===== config.mk =====
export PLATFORM = sky130hd
export DESIGN_NAME = bldc_commutator
export DESIGN_NICKNAME = d
export VERILOG_FILES = /design/src/rtl/bldc_comm_pkg.sv /design/src/rtl/bldc_fb_filter.sv /design/src/rtl/bldc_commutator.sv
export SDC_FILE = /design/constraint.sdc
export NUM_CORES = 1
export LEC_CHECK = 0
export ABC_AREA = 1
export CAP_MARGIN = 25
export CORE_ASPECT_RATIO = 1.4
export CORE_UTILIZATION = 35
export DETAILED_ROUTE_END_ITERATION = 12
export SYNTH_ARGS = -nofsm -noshare
export SYNTH_HDL_FRONTEND = slang
export SYNTH_SLANG_ARGS = --single-unit

===== constraint.sdc =====
create_clock -name clk -period 3.05 [get_ports clk]
set_clock_uncertainty 0.15 [all_clocks]
set_input_delay 0.61 -clock clk [delete_from_list [all_inputs] [get_ports clk]]
set_output_delay 0.61 -clock clk [all_outputs]
set_load 0.005 [all_outputs]

===== src/rtl/bldc_comm_pkg.sv =====
// Shared types and commutation tables for the six-step BLDC commutator.
// Phase indices 0..2 correspond to motor phases 1..3.
package bldc_comm_pkg;

   typedef enum logic [1:0] {
      ST_IDLE,
      ST_RAMP,
      ST_RUN,
      ST_STALL
   } state_e;

   // Source (high-side) phase of each step as a one-hot mask.
   function automatic logic [2:0] src_mask(input logic [2:0] step);
      case (step)
         3'd0, 3'd1: src_mask = 3'b001;
         3'd2, 3'd3: src_mask = 3'b010;
         3'd4, 3'd5: src_mask = 3'b100;
         default:    src_mask = 3'b000;
      endcase
   endfunction

   function automatic logic [2:0] snk_mask(input logic [2:0] step);
      case (step)
         3'd0, 3'd5: snk_mask = 3'b010;
         3'd1, 3'd2: snk_mask = 3'b100;
         3'd3, 3'd4: snk_mask = 3'b001;
         default:    snk_mask = 3'b000;
      endcase
   endfunction

   // The floating phase carries the back-EMF zero crossing we wait for.
   function automatic logic [1:0] exp_phase(input logic [2:0] step);
      case (step)
         3'd0, 3'd3: exp_phase = 2'd2;
         3'd1, 3'd4: exp_phase = 2'd1;
         default:    exp_phase = 2'd0;
      endcase
   endfunction

   function automatic logic [2:0] next_step(input logic [2:0] step);
      next_step = (step == 3'd5) ? 3'd0 : step + 3'd1;
   endfunction

endpackage


===== src/rtl/bldc_fb_filter.sv =====
// Back-EMF comparator conditioning: 2-flop synchroniser followed by a
// stability filter that accepts a new level after FILT_LEN steady cycles.
module bldc_fb_filter #(
   parameter int FILT_LEN = 16
) (
   input  logic clk,
   input  logic reset_n,
   input  logic fb_i,
   output logic filt_o
);
   localparam int CW = $clog2(FILT_LEN);

   logic          s1_q, s2_q;
   logic          filt_q, filt_d;
   logic [CW-1:0] cnt_q, cnt_d;

   always_comb begin
      filt_d = filt_q;
      cnt_d  = '0;
      if (s2_q != filt_q) begin
         if (cnt_q == CW'(FILT_LEN - 1)) filt_d = s2_q;
         else                            cnt_d  = cnt_q + 1'b1;
      end
   end

   always_ff @(posedge clk or negedge reset_n) begin
      if (!reset_n) begin
         s1_q   <= 1'b0;
         s2_q   <= 1'b0;
         filt_q <= 1'b0;
         cnt_q  <= '0;
      end else begin
         s1_q   <= fb_i;
         s2_q   <= s1_q;
         filt_q <= filt_d;
         cnt_q  <= cnt_d;
      end
   end

   assign filt_o = filt_q;

endmodule


===== src/rtl/bldc_commutator.sv =====
// Six-step sensorless BLDC commutator: open-loop ramp, back-EMF closed loop,
// stall timeout. Define BLDC_COMM_PERIOD_EN to enable electrical-period measurement.
module bldc_commutator
   import bldc_comm_pkg::*;
#(
   parameter int PWM_W        = 8,
   parameter int TICK_DIV     = 16,
   parameter int FILT_LEN     = 16,
   parameter int START_PERIOD = 5000,
   parameter int MIN_PERIOD   = 1000,
   parameter int RAMP_STEP    = 5,
   parameter int START_DUTY   = 40,
   parameter int TIMEOUT      = 20000,
   parameter int PER_W        = 24
) (
   input  logic             clk,
   input  logic             reset_n,
   input  logic             enable,
   input  logic [PWM_W-1:0] duty,
   input  logic             duty_vld,
   input  logic [2:0]       fb,
   output logic [2:0]       in_hi,
   output logic [2:0]       sd,
   output logic [2:0]       step_idx,
   output logic             running,
   output logic             stall,
   output logic [PER_W-1:0] period,
   output logic             period_vld
);
   localparam int TW   = (TICK_DIV > 1) ? $clog2(TICK_DIV) : 1;
   localparam int WMAX = (TIMEOUT > START_PERIOD) ? TIMEOUT : START_PERIOD;
   localparam int WW   = $clog2(WMAX + 1);

   state_e           state_q, state_d;
   logic [2:0]       step_q, step_d;
   logic [WW-1:0]    per_q, per_d, wait_q, wait_d;
   logic [TW-1:0]    tick_q;
   logic             tick;
   logic [2:0]       filt, filt_prev_q, filt_edge;
   logic [1:0]       eph;
   logic             exp_edge;
   logic [PWM_W-1:0] duty_q, duty_eff, duty_lat_q, duty_lat_d, pwm_cnt_q, pwm_cnt_d;
   logic             pwm_on_d, drv_on;
   logic [2:0]       src_m, snk_m, in_hi_q, in_hi_d, sd_q, sd_d;

   for (genvar g = 0; g < 3; g++) begin : g_fb
      bldc_fb_filter #(.FILT_LEN(FILT_LEN)) u_filt (
         .clk    (clk),
         .reset_n(reset_n),
         .fb_i   (fb[g]),
         .filt_o (filt[g])
      );
   end

   assign tick      = (tick_q == TW'(TICK_DIV - 1));
   assign filt_edge = filt ^ filt_prev_q;
   assign eph       = exp_phase(step_q);
   assign exp_edge  = filt_edge[eph];

   always_comb begin
      state_d = state_q;
      step_d  = step_q;
      per_d   = per_q;
      wait_d  = wait_q;
      case (state_q)
         ST_IDLE: begin
            step_d = '0;
            wait_d = '0;
            per_d  = WW'(START_PERIOD);
            if (enable) state_d = ST_RAMP;
         end
         ST_RAMP: begin
            if (tick) begin
               if ((wait_q + 1'b1) >= per_q) begin
                  step_d = next_step(step_q);
                  wait_d = '0;
                  if (per_q <= WW'(MIN_PERIOD))                  state_d = ST_RUN;
                  else if (per_q > WW'(MIN_PERIOD + RAMP_STEP)) per_d   = per_q - WW'(RAMP_STEP);
                  else                                           per_d   = WW'(MIN_PERIOD);
               end else begin
                  wait_d = wait_q + 1'b1;
               end
            end
         end
         ST_RUN: begin
            // An accepted edge beats a timeout landing on the same cycle.
            if (exp_edge) begin
               step_d = next_step(step_q);
               wait_d = '0;
            end else if (tick) begin
               if ((wait_q + 1'b1) >= WW'(TIMEOUT)) state_d = ST_STALL;
               else                                 wait_d  = wait_q + 1'b1;
            end
         end
         default: ;
      endcase
      if (!enable) state_d = ST_IDLE;
   end

   // Drive outputs are registered from next-state so they switch with step_idx.
   always_comb begin
      pwm_cnt_d  = pwm_cnt_q + 1'b1;
      duty_eff   = (state_q == ST_RAMP) ? PWM_W'(START_DUTY) : duty_q;
      duty_lat_d = (&pwm_cnt_q) ? duty_eff : duty_lat_q;
      pwm_on_d   = (pwm_cnt_d < duty_lat_d);
      src_m      = src_mask(step_d);
      snk_m      = snk_mask(step_d);
      drv_on     = (state_d == ST_RAMP) || (state_d == ST_RUN);
      in_hi_d    = drv_on ? src_m : 3'b000;
      sd_d       = drv_on ? (snk_m | (pwm_on_d ? src_m : 3'b000)) : 3'b000;
   end

   always_ff @(posedge clk or negedge reset_n) begin
      if (!reset_n) begin
         state_q     <= ST_IDLE;
         step_q      <= '0;
         per_q       <= WW'(START_PERIOD);
         wait_q      <= '0;
         tick_q      <= '0;
         filt_prev_q <= '0;
         duty_q      <= '0;
         duty_lat_q  <= '0;
         pwm_cnt_q   <= '0;
         in_hi_q     <= '0;
         sd_q        <= '0;
      end else begin
         state_q     <= state_d;
         step_q      <= step_d;
         per_q       <= per_d;
         wait_q      <= wait_d;
         tick_q      <= tick ? '0 : tick_q + 1'b1;
         filt_prev_q <= filt;
         if (duty_vld) duty_q <= duty;
         duty_lat_q  <= duty_lat_d;
         pwm_cnt_q   <= pwm_cnt_d;
         in_hi_q     <= in_hi_d;
         sd_q        <= sd_d;
      end
   end

   assign in_hi    = in_hi_q;
   assign sd       = sd_q;
   assign step_idx = step_q;
   assign running  = (state_q == ST_RUN);
   assign stall    = (state_q == ST_STALL);

`ifdef BLDC_COMM_PERIOD_EN
   logic [PER_W-1:0] pcnt_q, pcnt_d, period_q, period_d;
   logic             pvld_q, pvld_d, armed_q, armed_d, wrap5;

   assign wrap5 = (state_q == ST_RUN) && (step_q == 3'd5) && (step_d == 3'd0);

   // First revolution after RUN entry only arms the measurement.
   always_comb begin
      period_d = period_q;
      pvld_d   = 1'b0;
      armed_d  = armed_q;
      pcnt_d   = (&pcnt_q) ? pcnt_q : pcnt_q + 1'b1;
      if (state_q != ST_RUN) begin
         pcnt_d  = '0;
         armed_d = 1'b0;
      end else if (wrap5) begin
         pcnt_d  = PER_W'(1);
         armed_d = 1'b1;
         if (armed_q) begin
            period_d = pcnt_q;
            pvld_d   = 1'b1;
         end
      end
   end

   always_ff @(posedge clk or negedge reset_n) begin
      if (!reset_n) begin
         pcnt_q   <= '0;
         period_q <= '0;
         pvld_q   <= 1'b0;
         armed_q  <= 1'b0;
      end else begin
         pcnt_q   <= pcnt_d;
         period_q <= period_d;
         pvld_q   <= pvld_d;
         armed_q  <= armed_d;
      end
   end

   assign period     = period_q;
   assign period_vld = pvld_q;
`else
   assign period     = '0;
   assign period_vld = 1'b0;
`endif

endmodule

# ---- Yosys cells after proc, flatten, opt, wreduce, memory -nomap -nowiden
# Index checks and enable logic that the tools add are counted.
dict set report op_classes {
  addsub 8
  n_lt_le_gt_ge 6
  n_eq_ne 26
  n_mux 41
  bitwise 2
  n_reduce_logical 20
}
# cell n
set op_table {}
lappend op_table {{$mux W15} 9}
lappend op_table {{$pmux W15 S3} 1}
lappend op_table {{$pmux W15 S2} 1}
lappend op_table {{$mux W4} 7}
lappend op_table {{$pmux W3 S3} 3}
lappend op_table {{$mux W3} 7}
lappend op_table {{$add A4 B1 Y4 const B} 4}
lappend op_table {{$eq A4 B4 Y1 const B} 4}
lappend op_table {{$mux W8} 2}
lappend op_table {{$reduce_or A2 Y1} 8}
lappend op_table {{$add A15 B1 Y15 const B} 1}
lappend op_table {{$ge A15 B15 Y1} 1}
lappend op_table {{$ge A15 B15 Y1 const B} 1}
lappend op_table {{$gt A15 B10 Y1 const B} 1}
lappend op_table {{$le A15 B10 Y1 const B} 1}
lappend op_table {{$sub A15 B3 Y15 const B} 1}
lappend op_table {{$mux W2} 7}
lappend op_table {{$eq A3 B3 Y1 const B} 4}
lappend op_table {{$eq A3 B2 Y1 const B} 3}
lappend op_table {{$add A8 B1 Y8 const B} 1}
lappend op_table {{$lt A8 B8 Y1} 1}
lappend op_table {{$reduce_and A4 Y1} 2}
lappend op_table {{$reduce_and A8 Y1} 1}
lappend op_table {{$eq A2 B2 Y1 const B} 3}
lappend op_table {{other kinds (20)} 29}
dict set report word_totals {
  register_bits 93
  inputBits 15
  out_inout_bits 36
}

# ---- Depth between registers and ports, before layout
# Gate-level depths: netlist (run 1).
dict set report logic_depth {
  ltp_word 13
  mapped_depth 25
}

# ---- Cells and area by module
# From an unflattened synthesis (run 1), not the netlist that was laid out.
dict set report unflattened {
  hier_cells 691
  area_unflattened_um2 5531.6
}
# module instances cells_each area_each_um2
set by_module_without_submodules {}
lappend by_module_without_submodules {bldc_commutator 1 607 4705.8}
lappend by_module_without_submodules {bldc_fb_filter 3 28 275.3}

# ---- Worst setup path before layout (run 1)
# No wires, ideal clock.
dict set report synth_timing {
  path_type {register to register}
  from {reg wait_q[0]}
  to {reg per_q[8]}
  setup_time_ns 0.076
  arrival_time_ns 2.963
  required_time_ns 2.824
  slack_ns -0.138
  path_stages_with_launch 21
  n_path_buf 2
  cell_sequence {dfrtp_1 -> ha_1 -> nand2_2 -> nor3_1 -> nand3_1 -> xor2_1 -> inv_1 -> ha_1 -> nand4_1 -> inv_1 -> nand3_1 -> nor2_1 -> nand2_1 -> nand3_2 -> nand2_2 -> or3_1 -> buf_6 -> nand2_8 -> buf_8 -> nor2_1 -> a31oi_2}
}
dict set report synth_via {
  elab_chain_len 4
}
# element line
set synth_lines {}
lappend synth_lines {{start: declaration} bldc_commutator.sv:36} ;# logic [WW-1:0] per_q, per_d, wait_q, wait_d;
lappend synth_lines {{start signal: assignment} bldc_commutator.sv:130} ;# wait_q <= wait_d;
lappend synth_lines {{$add A15 B1 Y15} bldc_commutator.sv:74} ;# if ((wait_q + 1'b1) >= per_q) begin
lappend synth_lines {{$ge A15 B15 Y1} bldc_commutator.sv:74}
lappend synth_lines {{$ne A2 B2 Y1 (no line)} --}
lappend synth_lines {{$reduce_and A4 Y1 (no line)} --}
lappend synth_lines {{end signal: assignment} bldc_commutator.sv:117} ;# per_q <= WW'(START_PERIOD);
lappend synth_lines {{end signal: assignment} bldc_commutator.sv:129} ;# per_q <= per_d;
lappend synth_lines {{end: declaration} bldc_commutator.sv:36}
# Every way passes these cells.
# A chain may end at the register's enable or synchronous reset.

# ---- Worst setup path after layout (run 1)
dict set report layout_timing {
  from {reg wait_q[1]}
  to {reg per_q[2]}
}
# Same word-level chain as after synthesis.

==> out/metrics.yaml, run 1 <==
outcome:
  status: "finished with violations"
  violations: "setup timing"
timing:
  fmax_ghz: 0.319
  setup_violations: 17
  slew_headroom_pct: 60.3
  period_needed_ns: 3.13
  period_share_pct: 103
  report.final.hold_viol_count: 0
  fin_ws_ns: -0.0825
  worst_slew_pin_slew_ns: 0.594
  finalHoldWorstSlack_ns: 0.0983
  grt_setup_unrepaired: "true"
  maxSlewViolCount: 0
power_and_ir_drop:
  pwr-share-clk_pct: 39.4
  p_comb_share_pct: 13.2
  powerDensity_nw_per_um2: 395
  switching_power_w: 0.000768
  p_sw_share_pct: 27.7
  p_seq_share_pct: 47.4
  peakVddDrop_mv: 0.350
  p_leak_nw: 3.41
  intPower_w: 0.00200
critical_path:
  crit_fanout: 7
  r2r-start: "wait_q[1]$_DFFE_PN0P_"
  slowest_delay_ns: 0.43
  cp-startpoint: "wait_q[1]$_DFFE_PN0P_"
  crit_type: "flop to flop"
  crit_required_ns: 3.19
  r2r_slack_ns: -0.08
  crit_chain: "ha_4 -> nand2_4 -> nor3_4 -> nand3_2 -> xor2_2 -> inv_2 -> ha_4 -> nand4_1 -> inv_1 -> nand3_2 -> nor2_2 -> nand2_2 -> nand3_4 -> nand2_4 -> or3_4 -> buf_8 -> a21oi_2 -> o21a_1"
  endpoint_kind: "flop"
  cp.buffers_inverters: 3
  cp-start-kind: "flop"
  cp.arrival_ns: 3.28
  r2r_cells: 18
  cpMaxStageDelayCell: "dfrtp_1"
  cp_top_family: "simple AND/OR/NAND/NOR gates"
  r2r_end: "per_q[2]$_DFFE_PN0P_"
detailed_routing:
  first_pass_iters: 4
  drt_iter0_drc: 217
  drc_errors: 0
  wl_per_cell_um: 12.5
  via_per_inst: 4.70
  drtAntennaViolNets: 0
  wirelength_mm: 11.9
  vias: 4457
floorplan:
  die_h_um: 150
  rows: 53
  initial_utilization_pct: 36.3
  coreArea_um2: 15200
  io_pins: 51
  die_area_um2: 16200
  die_w_um: 108
grt:
  grt_pass1_wl_mm: 19.3
  grt_start_max_net_pins: 41
  overflow: 0
  grt_pass1_vias: 4236
  antenna_found_initial: 0
  track_usage_pct: 15.4
yosys:
  syn_inst: 672
  ys_seq_area_share_pct: 42.4
  synth-simple-area-share_pct: 22.4
  synth_cell_types: 42
  synth_xor_area_share_pct: 5.41
  ys_ff_latch: 93
  synth_top_family_by_area: "simple AND/OR/NAND/NOR gates"
  synthMuxAreaShare_pct: 1.84
  synthAdderAreaFrac_pct: 8.18
  synth_edf_count: 0
  synth-compound-area-share_pct: 8.11
  yosysWarnings: 0
  syn_area_per_cell_um2: 8.19
  async_flop_share_pct: 100
  ys.flop_type: "dfrtp_1"
  synth_area_um2: 5510
place:
  dpl_worst_slack_ns: -0.0819
  placed_cell_area_um2: 6200
  gp_congestion: 0.851
  dpl.hpwl_mm: 8.63
  dp_cells: 921
  port_buffers: 25
clock_network:
  cts_buffer_depth: 2
  cts-root-buf: "clkbuf_16"
  clock_latency_ns: 0.35
  clk_pin_slew_ns: 0.07
  numCtsBuffers: 9
  htreeDepth: 3
  cts.sinks: 93
  cts_tree: "done"
final_layout:
  final_common_cell: "nand2_1"
  final_area_um2: 7020
  post-route-util_pct: 46.3
  area_growth_pct: 27.6
  antennaDiodeCount: 0
  mostFrequentLayoutCells: "nand2_1 (95), inv_1 (93), dfrtp_1 (88)"
  nets: 802
  drive_gt1_share_pct: 24.2
  finalNonFillerCells: 948
flow_run:
  maxCapViolCount: 0
min_path:
  hp-class: "input pin to asynchronous set/reset pin"
## stage by stage
stage | setup TNS (ns) | total power [W]
after floorplan | 0 | 0.00156
after global placement | -0.0992 | 0.00165
after detailed placement | -1.08 | 0.00166
after CTS | 0 | 0.00276
after global routing | -4.71 | 0.00291
final | -0.587 | 0.00277
## routing by layer
| metal | GRT usage [%] | share of wire, % |
|---|---|---|
| met2 | 28.0 | 54 |
| met4 | 7.53 | 2.6 |
| met3 | 2.25 | 2.2 |
| met5 | 0 | 0 |
| met1 | 17.4 | 41 |
## state kept, by name, indices dropped and copies added (netlist names)
register            cells
step_idx                3
duty_lat_q              8
state_q                 2
g_fb.u_filt.cnt_q      12
duty_q                  8
in_hi                   3
pwm_cnt_q               8
sd                      3
per_q                  15
g_fb.u_filt.s1_q        3
wait_q                 15
tick_q                  4
g_fb.u_filt.filt_o      3
filt_prev_q             3
g_fb.u_filt.s2_q        3
## worst max path at each step
stage	endpoint	slack, ns	cells past startpoint
after floorplan	per_q[8]$_DFFE_PN1P_	0.04	20
after global placement	sd[2]$_DFF_PN0_	-0.03	22
after detailed placement	sd[1]$_DFF_PN0_	-0.08	20
after CTS	wait_q[12]$_DFFE_PN0P_	0.002	16
after global routing	sd[0]$_DFF_PN0_	-0.26	22
final	per_q[2]$_DFFE_PN0P_	-0.08	18
## final cells by class
class | instances | area, µm²
Clock inverter | 5 | 41.3
Tap cell | 192 | 240
Multi-Input combinational cell | 466 | 3070
Inverter | 103 | 389
Fill cell | 1454 | 8160
Clock buffer | 11 | 243
Sequential cell | 93 | 2330
Timing Repair Buffer | 78 | 708
## power groups by stage
stage                     Combinational [W]  Sequential (W)  Clock, W
after detailed placement           0.000321         0.00134         0
after floorplan                    0.000229         0.00133         0
after global routing               0.000420         0.00132   0.00117
after global placement             0.000319         0.00134         0
after CTS                          0.000325         0.00131   0.00112
final                              0.000366         0.00131   0.00109
## cells in the mapped netlist, types with 3 or more instances
| library cell | count | area, µm² |
|---|---|---|
| a21oi_1 | 16 | 80.1 |
| a31oi_1 | 3 | 18.8 |
| buf_4 | 26 | 195 |
| clkbuf_1 | 7 | 26.3 |
| dfrtp_1 | 88 | 2200 |
| dfstp_2 | 5 | 131 |
| ha_1 | 36 | 450 |
| inv_1 | 101 | 379 |
| mux2_2 | 9 | 101 |
| nand2_1 | 117 | 439 |
| nand3_1 | 62 | 310 |
| nand3b_1 | 3 | 22.5 |
| nand4_1 | 4 | 25.0 |
| nor2_1 | 70 | 263 |
| nor3_1 | 8 | 40.0 |
| o21ai_0 | 46 | 230 |
| xnor2_1 | 8 | 70.1 |
| xor2_1 | 26 | 228 |
## cell families (layout without fill, tap and decap cells)
| logic type | after synthesis | count (layout) |
|---|---|---|
| AOI/OAI and AO/OA | 80 | 80 |
| xor gates and xnor gates | 34 | 34 |
| adders and majority gates | 36 | 36 |
| buffers and inverters | 139 | 197 |
| DFF | 93 | 93 |
| muxes | 9 | 9 |
| other | 1 | 25 |
| and+or+nand+nor | 280 | 282 |
## timing repair
action | CTS | global route
pin swaps | 13 | 43
hold endpoints to repair | 0 | 0
gates cloned | 0 | 2
setup buffers | 2 | 7
resized for setup | 16 | 100
hold buffers | 0 | 0
endpoints found under the setup margin | 34 | 39
Power figures use the tool's default switching activity.
==> run 2: changes to the inputs <==
--- a/config.mk
+++ b/config.mk
@@ -10,6 +10,7 @@
 export CORE_ASPECT_RATIO = 1.4
 export CORE_UTILIZATION = 35
 export DETAILED_ROUTE_END_ITERATION = 12
+export SKIP_LAST_GASP = 1
 export SYNTH_ARGS = -nofsm -noshare
 export SYNTH_HDL_FRONTEND = slang
 export SYNTH_SLANG_ARGS = --single-unit
==> out/metrics.yaml, run 2 (synthesis gave the netlist of run 1 again) <==
detailed_routing:
  wirelength_mm: 11.9
  wl_per_cell_um: 12.5
  drt_iter0_drc: 216
  drc_errors: 0
  first_pass_iters: 4
  via_per_inst: 4.72
  drtAntennaViolNets: 0
  vias: 4470
final_layout:
  multi_input_area_um2: 3060
  antennaDiodeCount: 0
  area_growth_pct: 27.3
  seqCellArea_um2: 2330
  drive_gt1_share_pct: 23.5
  final_common_cell: "nand2_1"
  top_regs: "per_q x15, wait_q x15, g_fb.u_filt.cnt_q x12"
  finalNonFillerCells: 948
  nFillCells: 1456
  post-route-util_pct: 46.2
  mostFrequentLayoutCells: "nand2_1 (99), inv_1 (93), dfrtp_1 (88)"
  nets: 802
grt:
  track_usage_pct: 15.4
  overflow: 0
  grt_pass1_wl_mm: 19.3
  grt_start_max_net_pins: 41
  antenna_found_initial: 0
  grt_pass1_vias: 4236
timing:
  setup_violations: 17
  slew_headroom_pct: 60.4
  period_share_pct: 102
  period_needed_ns: 3.13
  fmax_ghz: 0.320
  fin_ws_ns: -0.0757
  maxSlewViolCount: 0
  grt_setup_unrepaired: "true"
  setup-tns-final_ns: -0.570
  worst_slew_pin_slew_ns: 0.593
  report.final.hold_viol_count: 0
place:
  port_buffers: 25
  dpl_worst_slack_ns: -0.0819
  dpl.hpwl_mm: 8.63
  gp_congestion: 0.851
  dp_cells: 921
critical_path:
  cpMaxStageDelayCell: "dfrtp_1"
  crit_path_end: "per_q[2]$_DFFE_PN0P_"
  cp-startpoint: "wait_q[1]$_DFFE_PN0P_"
  crit_required_ns: 3.19
  cp.arrival_ns: 3.27
  crit_fanout: 7
  cp-start-kind: "flop"
  crit_type: "flop to flop"
  r2r-start: "wait_q[1]$_DFFE_PN0P_"
  slowest_delay_ns: 0.43
  crit_chain: "ha_4 -> nand2_4 -> nor3_4 -> nand3_2 -> xor2_2 -> inv_2 -> ha_4 -> nand4_1 -> inv_1 -> nand3_2 -> nor2_2 -> nand2_2 -> nand3_4 -> nand2_4 -> or3_4 -> buf_8 -> a21oi_2 -> o21a_1"
  r2r_end: "per_q[2]$_DFFE_PN0P_"
  endpoint_kind: "flop"
  r2r_slack_ns: -0.08
  r2r_cells: 18
clock_network:
  clk_pin_slew_ns: 0.07
  cts_tree: "done"
  cts_buffer_depth: 2
  htreeDepth: 3
  cts-root-buf: "clkbuf_16"
  clock_latency_ns: 0.35
  cts_hold_buf: 0
  cts.sinks: 93
  numCtsBuffers: 9
floorplan:
  die_area_um2: 16200
  die_w_um: 108
  die_h_um: 150
  rows: 53
  coreArea_um2: 15200
  io_pins: 51
  initial_utilization_pct: 36.3
power_and_ir_drop:
  powerDensity_nw_per_um2: 395
  peakVddDrop_mv: 0.350
  fin_total_pwr_w: 0.00277
  p_leak_nw: 3.41
flow_run:
  maxCapViolCount: 0
outcome:
  violations: "setup timing"
  status: "finished with violations"
min_path:
  hp-class: "input pin to asynchronous set/reset pin"
run 2: cell counts in the layout (fill, tap and decap cells not counted):
Identical to the previous run, type by type.
run 2: worst min path at each step:
stage                                       start                           endpoint  slack [ns]
floorplan                                 reset_n            duty_lat_q[0]$_DFF_PN0_        0.16
global placement    g_fb[1].u_filt.s1_q$_DFF_PN0_      g_fb[1].u_filt.s2_q$_DFF_PN0_        0.18
detailed placement  g_fb[2].u_filt.s1_q$_DFF_PN0_      g_fb[2].u_filt.s2_q$_DFF_PN0_        0.19
CTS                                       reset_n  g_fb[0].u_filt.cnt_q[1]$_DFF_PN0_        0.11
global route                              reset_n  g_fb[0].u_filt.cnt_q[0]$_DFF_PN0_        0.13
finish                                    reset_n  g_fb[0].u_filt.cnt_q[1]$_DFF_PN0_         0.1
run 2: per-stage QoR:
| stage | hold slack [ns] | instance area, µm² |
|---|---|---|
| floorplan | 0.164 | 5610 |
| finish | 0.0984 | 7010 |
| detailed placement | 0.186 | 6200 |
| CTS | 0.110 | 6580 |
| global route | 0.131 | 7010 |
| global placement | 0.184 | 6200 |
run 2: what timing repair did:
action                                  CTS  global route
endpoints found under the setup margin   34            39
gates resized for setup                  16            92
pin swaps                                13            43
gates cloned                              0             2
hold endpoints to repair                  0             0
buffers inserted                          2             7
run 2: area by class of cell:
| cell class | count | share of cell area, % |
|---|---|---|
| clock buffers | 11 | 3.46 |
| clock inverters | 5 | 0.589 |
| inverters | 103 | 5.55 |
| multi-input cells | 466 | 43.6 |
| flip-flops and latches | 93 | 33.3 |
| well taps | 192 | 3.43 |
| repair buffers | 78 | 10.1 |
run 2: critical path, delay by kind of cell (launching register included):
| family | cells | cell delay (ns) |
|---|---|---|
| simple gates | 10 | 1.29 |
| fa+ha+maj | 2 | 0.46 |
| flops | 1 | 0.43 |
| buf+inv | 3 | 0.33 |
| compound gates | 2 | 0.22 |
| xor+xnor | 1 | 0.18 |
run 2: report_power, final:
part           internal, W  switching [W]
Combinational     0.000140       0.000223
Sequential         0.00128      0.0000338
Clock             0.000585       0.000510
Total              0.00200       0.000767
run 2: per-layer routing:
layer | vias to the layer above | track usage (%) | wire (µm) | share of wire [%]
met5 | - | 0 | 0 | 0
met4 | 0 | 7.53 | 312 | 2.6
met3 | 19 | 2.25 | 278 | 2.3
met2 | 65 | 28.0 | 6410 | 54
met1 | 2123 | 17.4 | 4880 | 41
li1 | 2263 | - | - | -
==> run 3: changes to the inputs <==
--- a/config.mk
+++ b/config.mk
@@ -11,6 +11,7 @@
 export CORE_UTILIZATION = 35
 export DETAILED_ROUTE_END_ITERATION = 12
 export SKIP_LAST_GASP = 1
+export SLEW_MARGIN = 20
 export SYNTH_ARGS = -nofsm -noshare
 export SYNTH_HDL_FRONTEND = slang
 export SYNTH_SLANG_ARGS = --single-unit
==> results of run 3 <==
Final layout, timing and power as in run 2 (identical DEF).
